File: config.mk
export PLATFORM = sky130hd
export DESIGN_NAME = neuron_mac_seq
export DESIGN_NICKNAME = d
export VERILOG_FILES = /design/src/rtl/nn_pkg.sv /design/src/rtl/float_adder.sv /design/src/rtl/float_mult.sv /design/src/rtl/nn_weight_rf.sv /design/src/rtl/neuron_mac_seq.sv
export SDC_FILE = /design/constraint.sdc
export NUM_CORES = 2
export LEC_CHECK = 0
export BUFFER_PORTS_ARGS = -buffer_cell sky130_fd_sc_hd__buf_2
export CAP_MARGIN = 20
export CORE_ASPECT_RATIO = 1.4
export CORE_UTILIZATION = 45
export CTS_CLUSTER_DIAMETER = 80
export DETAILED_ROUTE_END_ITERATION = 8
export PLACE_DENSITY = 0.57
export SYNTH_ARGS = -nofsm -noshare
export SYNTH_HDL_FRONTEND = slang
export SYNTH_HIERARCHICAL = 1
export SYNTH_SLANG_ARGS = --single-unit
File: constraint.sdc
create_clock -name clk -period 31.4 [get_ports clk]
set_clock_uncertainty 0.15 [all_clocks]
set_input_delay 0 -clock clk [delete_from_list [all_inputs] [get_ports clk]]
set_output_delay 0 -clock clk [all_outputs]
set_load 0.005 [all_outputs]
File: src/rtl/nn_pkg.sv
// Shared constants for the neuron datapath: fp32 literals, activation codes, FSM encoding.
package nn_pkg;

    localparam logic [31:0] FP_ZERO = 32'h0000_0000;
    localparam logic [31:0] FP_ONE  = 32'h3F80_0000;
    localparam logic [31:0] FP_QNAN = 32'h7FC0_0000;

    localparam int unsigned ACT_LINEAR = 0;
    localparam int unsigned ACT_RELU   = 1;

    localparam logic [1:0] ST_ACC  = 2'd0;
    localparam logic [1:0] ST_BIAS = 2'd1;
    localparam logic [1:0] ST_OUT  = 2'd2;

endpackage

File: src/rtl/float_adder.sv
// Combinational fp32 adder: align, add/subtract, renormalise, round-to-nearest-even.
module float_adder
    import nn_pkg::*;
(
    input  logic [31:0] a,
    input  logic [31:0] b,
    output logic [31:0] y
);

    logic [31:0]        x, z;
    logic [7:0]         d;
    logic [26:0]        mx, mz, sh, m;
    logic [27:0]        sum;
    logic [24:0]        mr;
    logic [4:0]         lz;
    logic               found;
    logic signed [9:0]  e;
    logic               a_nan, b_nan, a_inf, b_inf, a_zero, b_zero;
    logic               unused_hidden;

    // Larger magnitude goes to x so the difference is never negative; sticky bit kept through the shift.
    always_comb begin
        a_nan  = (a[30:23] == 8'hFF) && (a[22:0] != 23'd0);
        b_nan  = (b[30:23] == 8'hFF) && (b[22:0] != 23'd0);
        a_inf  = (a[30:23] == 8'hFF) && (a[22:0] == 23'd0);
        b_inf  = (b[30:23] == 8'hFF) && (b[22:0] == 23'd0);
        a_zero = (a[30:23] == 8'd0);
        b_zero = (b[30:23] == 8'd0);
        if (a[30:0] >= b[30:0]) begin
            x = a;
            z = b;
        end else begin
            x = b;
            z = a;
        end
        mx = {1'b1, x[22:0], 3'b000};
        mz = {1'b1, z[22:0], 3'b000};
        d  = x[30:23] - z[30:23];
        if (d >= 8'd27) begin
            sh = 27'd1;
        end else begin
            sh = mz >> d;
            if ((mz & ~(27'h7FF_FFFF << d)) != 27'd0) sh[0] = 1'b1;
        end
        if (x[31] == z[31]) sum = {1'b0, mx} + {1'b0, sh};
        else                sum = {1'b0, mx} - {1'b0, sh};
        e     = 10'(x[30:23]);
        lz    = 5'd0;
        found = 1'b0;
        if (sum[27]) begin
            m = {sum[27:2], sum[1] | sum[0]};
            e = e + 10'sd1;
        end else begin
            for (int i = 26; i >= 0; i--) begin
                if (!found && sum[i]) begin
                    lz    = 5'(26 - i);
                    found = 1'b1;
                end
            end
            m = sum[26:0] << lz;
            e = e - 10'(lz);
        end
        mr = {1'b0, m[26:3]} + 25'(m[2] & ((|m[1:0]) | m[3]));
        if (mr[24]) begin
            mr = mr >> 1;
            e  = e + 10'sd1;
        end
        y = {x[31], e[7:0], mr[22:0]};
        if (sum == 28'd0)      y = FP_ZERO;
        else if (e >= 10'sd255) y = {x[31], 8'hFF, 23'd0};
        else if (e <= 10'sd0)   y = {x[31], 31'd0};
        if (a_nan || b_nan)      y = FP_QNAN;
        else if (a_inf && b_inf) y = (a[31] == b[31]) ? a : FP_QNAN;
        else if (a_inf)          y = a;
        else if (b_inf)          y = b;
        else if (a_zero && b_zero) y = {a[31] & b[31], 31'd0};
        else if (a_zero)         y = b;
        else if (b_zero)         y = a;
    end

    assign unused_hidden = mr[23];

endmodule

File: src/rtl/float_mult.sv
// Combinational fp32 multiplier: round-to-nearest-even, denormals flushed to signed zero.
module float_mult
    import nn_pkg::*;
(
    input  logic [31:0] a,
    input  logic [31:0] b,
    output logic [31:0] y
);

    logic               sgn;
    logic [47:0]        prod;
    logic [23:0]        mant;
    logic [24:0]        mr;
    logic               g;
    logic               st;
    logic signed [9:0]  e;
    logic               a_nan, b_nan, a_inf, b_inf, a_zero, b_zero;
    logic               unused_hidden;

    // Multiply significands, normalise by one bit at most, round, then override special cases.
    always_comb begin
        sgn    = a[31] ^ b[31];
        a_nan  = (a[30:23] == 8'hFF) && (a[22:0] != 23'd0);
        b_nan  = (b[30:23] == 8'hFF) && (b[22:0] != 23'd0);
        a_inf  = (a[30:23] == 8'hFF) && (a[22:0] == 23'd0);
        b_inf  = (b[30:23] == 8'hFF) && (b[22:0] == 23'd0);
        a_zero = (a[30:23] == 8'd0);
        b_zero = (b[30:23] == 8'd0);
        prod   = 48'({1'b1, a[22:0]}) * 48'({1'b1, b[22:0]});
        e      = 10'(a[30:23]) + 10'(b[30:23]) - 10'd127;
        if (prod[47]) begin
            mant = prod[47:24];
            g    = prod[23];
            st   = |prod[22:0];
            e    = e + 10'sd1;
        end else begin
            mant = prod[46:23];
            g    = prod[22];
            st   = |prod[21:0];
        end
        mr = {1'b0, mant} + 25'(g & (st | mant[0]));
        if (mr[24]) begin
            mr = mr >> 1;
            e  = e + 10'sd1;
        end
        y = {sgn, e[7:0], mr[22:0]};
        if (e >= 10'sd255)    y = {sgn, 8'hFF, 23'd0};
        else if (e <= 10'sd0) y = {sgn, 31'd0};
        if (a_nan || b_nan)                          y = FP_QNAN;
        else if ((a_inf && b_zero) || (b_inf && a_zero)) y = FP_QNAN;
        else if (a_inf || b_inf)                     y = {sgn, 8'hFF, 23'd0};
        else if (a_zero || b_zero)                   y = {sgn, 31'd0};
    end

    assign unused_hidden = mr[23];

endmodule

File: src/rtl/nn_weight_rf.sv
// Weight/bias register file: N_IN weights plus bias at address N_IN, sync write, async read.
module nn_weight_rf #(
    parameter  int unsigned N_IN = 15,
    localparam int unsigned AW   = $clog2(N_IN + 1)
) (
    input  logic          clk,
    input  logic          rst,
    input  logic          we,
    input  logic [AW-1:0] waddr,
    input  logic [31:0]   wdata,
    input  logic [AW-1:0] ridx,
    output logic [31:0]   rdata,
    output logic [31:0]   bias
);

    logic [31:0] rf_q [N_IN+1];
    logic [31:0] rf_d [N_IN+1];

    // Next-state of the file: out-of-range addresses leave it untouched.
    always_comb begin
        rf_d = rf_q;
        if (we && (waddr <= AW'(N_IN))) rf_d[waddr] = wdata;
    end

    // Storage, cleared to +0.0 on reset.
    always_ff @(posedge clk) begin
        if (rst) begin
            for (int i = 0; i <= int'(N_IN); i++) rf_q[i] <= 32'h0000_0000;
        end else begin
            rf_q <= rf_d;
        end
    end

    assign rdata = rf_q[ridx];
    assign bias  = rf_q[N_IN];

endmodule

File: src/rtl/neuron_mac_seq.sv
// Time-multiplexed fp32 neuron: streamed dot product with loaded weights, bias add, activation.
module neuron_mac_seq
    import nn_pkg::*;
#(
    parameter  int unsigned N_IN = 15,
    parameter  int unsigned ACT  = ACT_RELU,
    localparam int unsigned AW   = $clog2(N_IN + 1)
) (
    input  logic          clk,
    input  logic          rst,
    input  logic          w_we,
    input  logic [AW-1:0] w_addr,
    input  logic [31:0]   w_data,
    output logic          w_ack,
    input  logic          in_valid,
    output logic          in_ready,
    input  logic [31:0]   in_data,
    input  logic          in_last,
    output logic          out_valid,
    input  logic          out_ready,
    output logic [31:0]   out_data,
    output logic          out_err
);

    localparam logic [AW-1:0] IDX_LAST = AW'(N_IN - 1);

    logic [1:0]    state_q, state_d;
    logic [AW-1:0] idx_q, idx_d;
    logic [31:0]   acc_q, acc_d;
    logic          len_err_q, len_err_d;
    logic          w_ack_q, w_ack_d;
    logic          rf_we;
    logic [31:0]   w_rd, b_rd, prod, add_b, sum;

    nn_weight_rf #(.N_IN(N_IN)) u_rf (
        .clk   (clk),
        .rst   (rst),
        .we    (rf_we),
        .waddr (w_addr),
        .wdata (w_data),
        .ridx  (idx_q),
        .rdata (w_rd),
        .bias  (b_rd)
    );

    float_mult  u_mult (.a(in_data), .b(w_rd),  .y(prod));
    float_adder u_add  (.a(acc_q),   .b(add_b), .y(sum));

    // Single adder is shared: products while accumulating, bias in the BIAS cycle.
    assign add_b = (state_q == ST_BIAS) ? b_rd : prod;

    // Next-state and datapath control.
    always_comb begin
        state_d   = state_q;
        idx_d     = idx_q;
        acc_d     = acc_q;
        len_err_d = len_err_q;
        w_ack_d   = 1'b0;
        rf_we     = 1'b0;
        case (state_q)
            ST_ACC: begin
                if (w_we && (idx_q == '0) && (w_addr <= AW'(N_IN))) begin
                    rf_we   = 1'b1;
                    w_ack_d = 1'b1;
                end
                if (in_valid) begin
                    acc_d = sum;
                    idx_d = idx_q + AW'(1);
                    if (in_last || (idx_q == IDX_LAST)) begin
                        state_d   = ST_BIAS;
                        len_err_d = (in_last && (idx_q != IDX_LAST)) ||
                                    ((idx_q == IDX_LAST) && !in_last);
                    end
                end
            end
            ST_BIAS: begin
                acc_d   = sum;
                state_d = ST_OUT;
            end
            ST_OUT: begin
                if (out_ready) begin
                    acc_d     = FP_ZERO;
                    idx_d     = '0;
                    len_err_d = 1'b0;
                    state_d   = ST_ACC;
                end
            end
            default: begin
                state_d   = ST_ACC;
                idx_d     = '0;
                acc_d     = FP_ZERO;
                len_err_d = 1'b0;
            end
        endcase
    end

    // State and accumulator registers.
    always_ff @(posedge clk) begin
        if (rst) begin
            state_q   <= ST_ACC;
            idx_q     <= '0;
            acc_q     <= FP_ZERO;
            len_err_q <= 1'b0;
            w_ack_q   <= 1'b0;
        end else begin
            state_q   <= state_d;
            idx_q     <= idx_d;
            acc_q     <= acc_d;
            len_err_q <= len_err_d;
            w_ack_q   <= w_ack_d;
        end
    end

    assign w_ack     = w_ack_q;
    assign in_ready  = (state_q == ST_ACC);
    assign out_valid = (state_q == ST_OUT);
    assign out_err   = out_valid & len_err_q;
    assign out_data  = !out_valid                           ? FP_ZERO :
                       ((ACT == ACT_RELU) && acc_q[31])     ? FP_ZERO : acc_q;

endmodule

# Yosys cells after proc, flatten, opt, wreduce, memory -nomap -nowiden
# Cells that the tools add are included.
dict set report totals {
  regBits 552
  in_bits 74
  word_cells 311
}
dict set report classes {
  n_addsub 13
  n_mul 1
  order_cmp 10
  eq_ne 13
  n_shift 3
  mux 136
  bitwise_logic 13
  reduce_logical 101
}
# cell count
set ops {}
lappend ops {{two-way mux 32 bit} 19}
lappend ops {{bitwise mux 512 bit} 1}
lappend ops {{two-way mux 31 bit} 8}
lappend ops {{binary-select mux 32 bit (select 4 bit)} 1}
lappend ops {{demux 32 bit (select 4 bit)} 1}
lappend ops {{case mux 32 bit (3 select lines)} 1}
lappend ops {{logical NOT 23 bit} 4}
lappend ops {{nonzero test 23 bit} 4}
lappend ops {{two-way mux 1 bit} 61}
lappend ops {{two-way mux 5 bit} 12}
lappend ops {{two-way mux 27 bit} 2}
lappend ops {{adder 24 x 25 -> 25 bit} 2}
lappend ops {{AND 1 x 25 -> 25 bit} 2}
lappend ops {{multiplier 24 x 24 -> 48 bit} 1}
lappend ops {{two-way mux 23 bit} 2}
lappend ops {{logical AND 1 bit} 44}
lappend ops {{two-way mux 10 bit} 4}
lappend ops {{two-way mux 4 bit} 10}
lappend ops {{== test 8 bit (second input constant)} 4}
lappend ops {{logical NOT 8 bit} 4}
lappend ops {{>= comparator 31 bit} 1}
lappend ops {{adder 10 x 2 -> 10 bit (second input constant)} 3}
lappend ops {{adder 27 x 27 -> 28 bit} 1}
lappend ops {{logical NOT 28 bit} 1}
lappend ops {{48 further kinds} 97}

# Longest topological paths before layout
dict set report logic_depth {
  ltp_word 156
  depth_mapped 115
}

# Cells and area by module
# Netlist, hierarchy kept.
# mod instances cells_each area_per_inst_um2 seq_area_each_um2
set modules_own_cells {}
lappend modules_own_cells {nn_weight_rf 1 2712 23557.6 10249.8}
lappend modules_own_cells {float_mult 1 2727 22444.0 0.0}
lappend modules_own_cells {float_adder 1 1983 12781.0 0.0}
lappend modules_own_cells {neuron_mac_seq 1 279 2434.8 800.8}

# Least setup slack after synthesis
# No wires, ideal clock.
dict set report synth_path {
  path_kind {register to register}
  start {register idx_q[1]}
  end {register acc_q[4]}
  t_arrival_ps 22122
  t_required_ps 31180
  setup_slack_ps 9058
  stages_incl_launch_ff 104
  synth_period_minus_slack_ps 22342
  path_cell_list {dfxtp_1 buf_6 buf_2 buf_2 mux4_2 a22oi_1 nand2_1 clkbuf_1 and2_1 fa_1 fa_1 inv_1 fa_1 fa_1 inv_1 fa_1 fa_1 inv_1 [... 68 more ...] fa_1 a21oi_1 o21bai_1 xor2_1 nor2_1 a21oi_1 nand2_1 or2_2 inv_1 and3_1 nand4_1 xor2_1 mux2_4 buf_6 nand3_1 a311oi_1 o211ai_1 a21oi_1}
}
dict set report synth_via {
  elab_chain_cells 156
  word_cells_on_any_way 228
}
# item line_no
set synth_lines {}
lappend synth_lines {{start: declaration} neuron_mac_seq.sv:28} ;# logic [AW-1:0] idx_q, idx_d;
lappend synth_lines {{start signal: assignment} neuron_mac_seq.sv:107} ;# idx_q <= idx_d;
lappend synth_lines {{inverter 4 -> 5 bit (implied by the code) *} nn_weight_rf.sv:34} ;# assign rdata = rf_q[ridx];
lappend synth_lines {{binary-select mux 32 bit (select 4 bit) *} nn_weight_rf.sv:34}
lappend synth_lines {{two-way mux 32 bit (implied by the code) * (2 in a row)} nn_weight_rf.sv:34}
lappend synth_lines {{net w_rd[0]} neuron_mac_seq.sv:33} ;# logic [31:0] w_rd, b_rd, prod, add_b, sum;
lappend synth_lines {{multiplier 24 x 24 -> 48 bit} float_mult.sv:29} ;# prod = 48'({1'b1, a[22:0]}) * 48'({1'b1, b[22:0]});
lappend synth_lines {{OR reduction 23 bit / OR reduction 22 bit (equally long branches)} {float_mult.sv:34, float_mult.sv:39}}
lappend synth_lines {{two-way mux 1 bit} float_mult.sv:31} ;# if (prod[47]) begin
lappend synth_lines {{bitwise OR 1 bit} float_mult.sv:41} ;# mr = {1'b0, mant} + 25'(g & (st | mant[0]));
lappend synth_lines {{[... 10 more ...]} n/a}
lappend synth_lines {{net prod[20]} neuron_mac_seq.sv:33}
lappend synth_lines {{[... 1 more ...]} n/a}
lappend synth_lines {{net add_b[20]} neuron_mac_seq.sv:33}
lappend synth_lines {{[... 130 more ...]} n/a}
lappend synth_lines {{two-way mux 32 bit} float_adder.sv:76} ;# else if (a_zero && b_zero) y = {a[31] & b[31], 31'd0};
lappend synth_lines {{two-way mux 32 bit} float_adder.sv:75} ;# else if (b_inf) y = b;
lappend synth_lines {{two-way mux 32 bit} float_adder.sv:74} ;# else if (a_inf) y = a;
lappend synth_lines {{two-way mux 32 bit} float_adder.sv:73} ;# else if (a_inf && b_inf) y = (a[31] == b[31]) ? a : FP_QNAN;
lappend synth_lines {{two-way mux 32 bit *} float_adder.sv:72} ;# if (a_nan || b_nan) y = FP_QNAN;
lappend synth_lines {{net sum[4]} neuron_mac_seq.sv:33}
lappend synth_lines {{two-way mux 32 bit} neuron_mac_seq.sv:66} ;# if (in_valid) begin
lappend synth_lines {{case mux 32 bit (3 select lines) *} neuron_mac_seq.sv:60} ;# case (state_q)
lappend synth_lines {{end signal: assignment} neuron_mac_seq.sv:102} ;# acc_q <= FP_ZERO;
lappend synth_lines {{end signal: assignment} neuron_mac_seq.sv:108} ;# acc_q <= acc_d;
lappend synth_lines {{end: declaration} neuron_mac_seq.sv:29} ;# logic [31:0] acc_q, acc_d;
# Mark *: on every way through the listed nets, which the timed path passes. The rest lies on a longest branch. The select of a mux whose other input is x is not followed.
# A chain may end at the register's enable or synchronous reset.

# Worst setup path after layout
# Ends and elaborated chain as after synthesis.

==> flow_metrics.env <==
export IMPL_syn_nets=8543
export IMPL_crit_type="reg2reg"
export IMPL_design_core_area_sq_um=134000
export IMPL_hpwl_microns=177000
export IMPL_setup_tns_ns=0
export IMPL_nFillCells=13400
export IMPL_grt_pass1_wl_microns=372000
export IMPL_cp_data_required_time_ns=31.83
export IMPL_finalWirelength_microns=247000
export IMPL_design_die_area_sq_um=138000
export IMPL_crit_fanout=75
export IMPL_finalCriticalPeriod_ns=27.77
export IMPL_io_buffers=108
export IMPL_die_w_microns=314
export IMPL_drt_iter0_drc=5590
export IMPL_post_cts_buffers=0
export IMPL_final_nets=8173
export IMPL_ios=110
export IMPL_clock_path_buffers=3
export IMPL_avgRoutedWirePerCell_microns=27.0
export IMPL_antenna_found_initial=8
export IMPL_cp_common_cell="a21oi_1"
export IMPL_synth_top_area_share_pct=18.1
export IMPL_rsz0062_at_grt="no"
export IMPL_path_delay_family="compound AO/OA/AOI/OAI gates"
export IMPL_p_per_area_nw_per_um2=92.3
export IMPL_ys_seq_area_share_pct=18.1
export IMPL_synth_edff_count=0
export IMPL_multi_input_area_sq_um=44300
export IMPL_clk_pin_slew_ns=0.07
export IMPL_cp_start_kind="flop"
export IMPL_synth_cells=7701
export IMPL_root_buffer="clkbuf_16"
export IMPL_drc_errors=0
export IMPL_die_h_microns=438
export IMPL_synth_cell_types=136
export IMPL_viasPerCell=6.40
export IMPL_maxCapViolations=0
export IMPL_ys_warn_count=6
export IMPL_antenna_left=0
export IMPL_vias=58600
export IMPL_grt_overflow=0
export IMPL_cts_sinks=552
export IMPL_grt_busiest_layer="met2"
export IMPL_ctsHtreeMaxLevel=2
export IMPL_status="completed"
export IMPL_slew_violations=0
export IMPL_cts_resized_gates=0
export IMPL_area_growth_pct=4.87
export IMPL_synth_top_area_cell="dfxtp_1"
export IMPL_cp_slowest_stage_delay_ns=0.90
export IMPL_hold_viol_final=0
export IMPL_setup_viol=0
export IMPL_synthFlopType="dfxtp_1"
export IMPL_start_util_pct=45.5
export IMPL_leakage_nw=25.5
export IMPL_tightest_slew_ns=1.19
export IMPL_grt_max_degree=118
export IMPL_cp_end_kind="flop"
export IMPL_track_usage_pct=35.2
export IMPL_min_path_type="in2reg"
export IMPL_relSlewSlack_pct=20.7
export IMPL_syn_area_sq_um=61200
export IMPL_syn_avg_cell_area_sq_um=7.95
export IMPL_grtUsageMet3_pct=3.76
export IMPL_grt_pass1_vias=58100
export IMPL_synth_area_top_cells="dfxtp_1 (18%), fa_1 (16%), a21oi_1 (6.8%)"
export IMPL_max_freq_ghz=0.0360
export IMPL_firstDrtPassIters=8
export IMPL_slowest_stage="a32oi_1"
export IMPL_peakVddDrop_mv=0.192
export IMPL_arrival_ns=28.19
export IMPL_min_period_over_period_pct=88.4
export IMPL_cts_hold_buffers_added=43
export IMPL_critPathBufInv=12
export IMPL_hold_worst_slack_ns=0.125
export IMPL_numCtsBuffers=54
export IMPL_use_met2_pct=60.6
export IMPL_num_rows=159
export IMPL_drive_above_1_share_pct=9.10
export IMPL_met1_usage_pct=41.3
export IMPL_tritoncts="yes"
export IMPL_clock_latency_ns=0.65
export IMPL_place_gp_congestion=1.03
export IMPL_postSynth_asyncResetShare_pct=0
export IMPL_ys_ff_latch=552
export IMPL_regArea_sq_um=11100
export IMPL_ff2ff_setup_slack_ns=3.63
[cell usage after synthesis, types with 22 or more instances]
cell        n
mux2i_1    95
nand3_1   630
ha_1      283
nand2_1   613
nor4_1     43
a21oi_1   826
nor3_1    112
a31oi_1    39
and3_1     39
and2_1    311
o21ai_0   679
buf_2     127
a21o_1     42
o21ai_1    50
inv_1     720
clkbuf_1  461
mux4_2    155
nor2_1    288
o21a_1     33
nand4_1    75
xnor2_1    73
dfxtp_1   552
o211ai_1   84
fa_1      485
a211oi_1   35
buf_4      67
xor2_1     44
mux2_2     49
nand2b_1   26
nor2b_1    25
o21bai_1   22
a22oi_1    98
nand3b_1   45
[final timing paths]
check	from	endpoint	cells after the start
worst min register to register	u_rf/rf_q[442]	u_rf/rf_q[442]	2
worst max register to register	idx_q[1]	acc_q[4]	85
worst min-delay path	w_data[22]	u_rf/rf_q[374]	4
worst max-delay path	idx_q[1]	acc_q[4]	85
[per-layer routing]
metal / routed length, microns / up-vias
met5: 84 / -
met4: 18800 / 12
met3: 14800 / 709
met2: 121000 / 2570
met1: 92200 / 29200
li1: - / 26100
[kinds of logic (layout without fill, tap and decap cells)]
| logic type | after synthesis | after routing | share of synthesized area, % |
|---|---|---|---|
| buffers and inverters | 1441 | 1115 | 9.85 |
| muxes | 302 | 302 | 8.22 |
| AOI/OAI and AO/OA | 2182 | 2182 | 21.2 |
| xor gates and xnor gates | 118 | 118 | 1.70 |
| adders and majority gates | 768 | 768 | 21.6 |
| other | 1 | 8 | 0.00613 |
| DFF | 552 | 552 | 18.1 |
| and+or+nand+nor | 2337 | 2337 | 19.3 |
[through the flow]
step	area [sq um]	utilization [%]	setup WS [ns]	power, mW	std cells
after CTS	64200	47.7	4.21	5.79	9145
after global placement	61900	46.0	4.49	5.14	9002
after detailed placement	61900	46.0	4.29	5.08	9002
final	64200	47.7	3.63	5.93	9153
after global routing	64200	47.7	2.27	6.22	9146
after floorplan	61200	-	9.06	3.74	7701
[cells in the final DEF, fill, tap and decap left out, types with 111 or more instances in the layout]
cell       n
buf_4    132
dfxtp_1  549
ha_1     282
fa_1     485
a21oi_1  826
nor2_1   281
mux4_2   155
and2_1   309
inv_1    720
nor3_1   111
nand3_1  629
o21ai_0  679
nand2_1  610
[final cells by class]
type                    instances  share of cell area, %
clock buffers                  83                   2.51
clock inverters                17                  0.327
well taps                    1771                   3.45
multi-input cells            5708                   69.0
inverters                     729                   4.27
flip-flops and latches        552                   17.2
diodes                          7                 0.0273
repair buffers                286                   3.16
[flip-flops by register name, indices dropped and copies added, names as in the netlist]
signal     flops
idx_q          4
acc_q         32
state_q        2
w_ack          1
u_rf/bias     32
len_err_q      1
u_rf/rf_q    480
[worst min-delay path, cell delays in order]
cell and delay, ns:
dlygate4sd3_1 0.52, buf_2 0.23, nand3_1 0.10, a21oi_1 0.06
[power by group]
group	internal (mW)	total, mW	switching (mW)	leakage [nW]
registers	0.713	0.731	0.0184	4.46
clock network	0.373	0.679	0.306	0.895
logic	1.42	4.52	3.09	20.1
total	2.51	5.93	3.42	25.5
No activity file was read; power rests on OpenSTA's default activity.
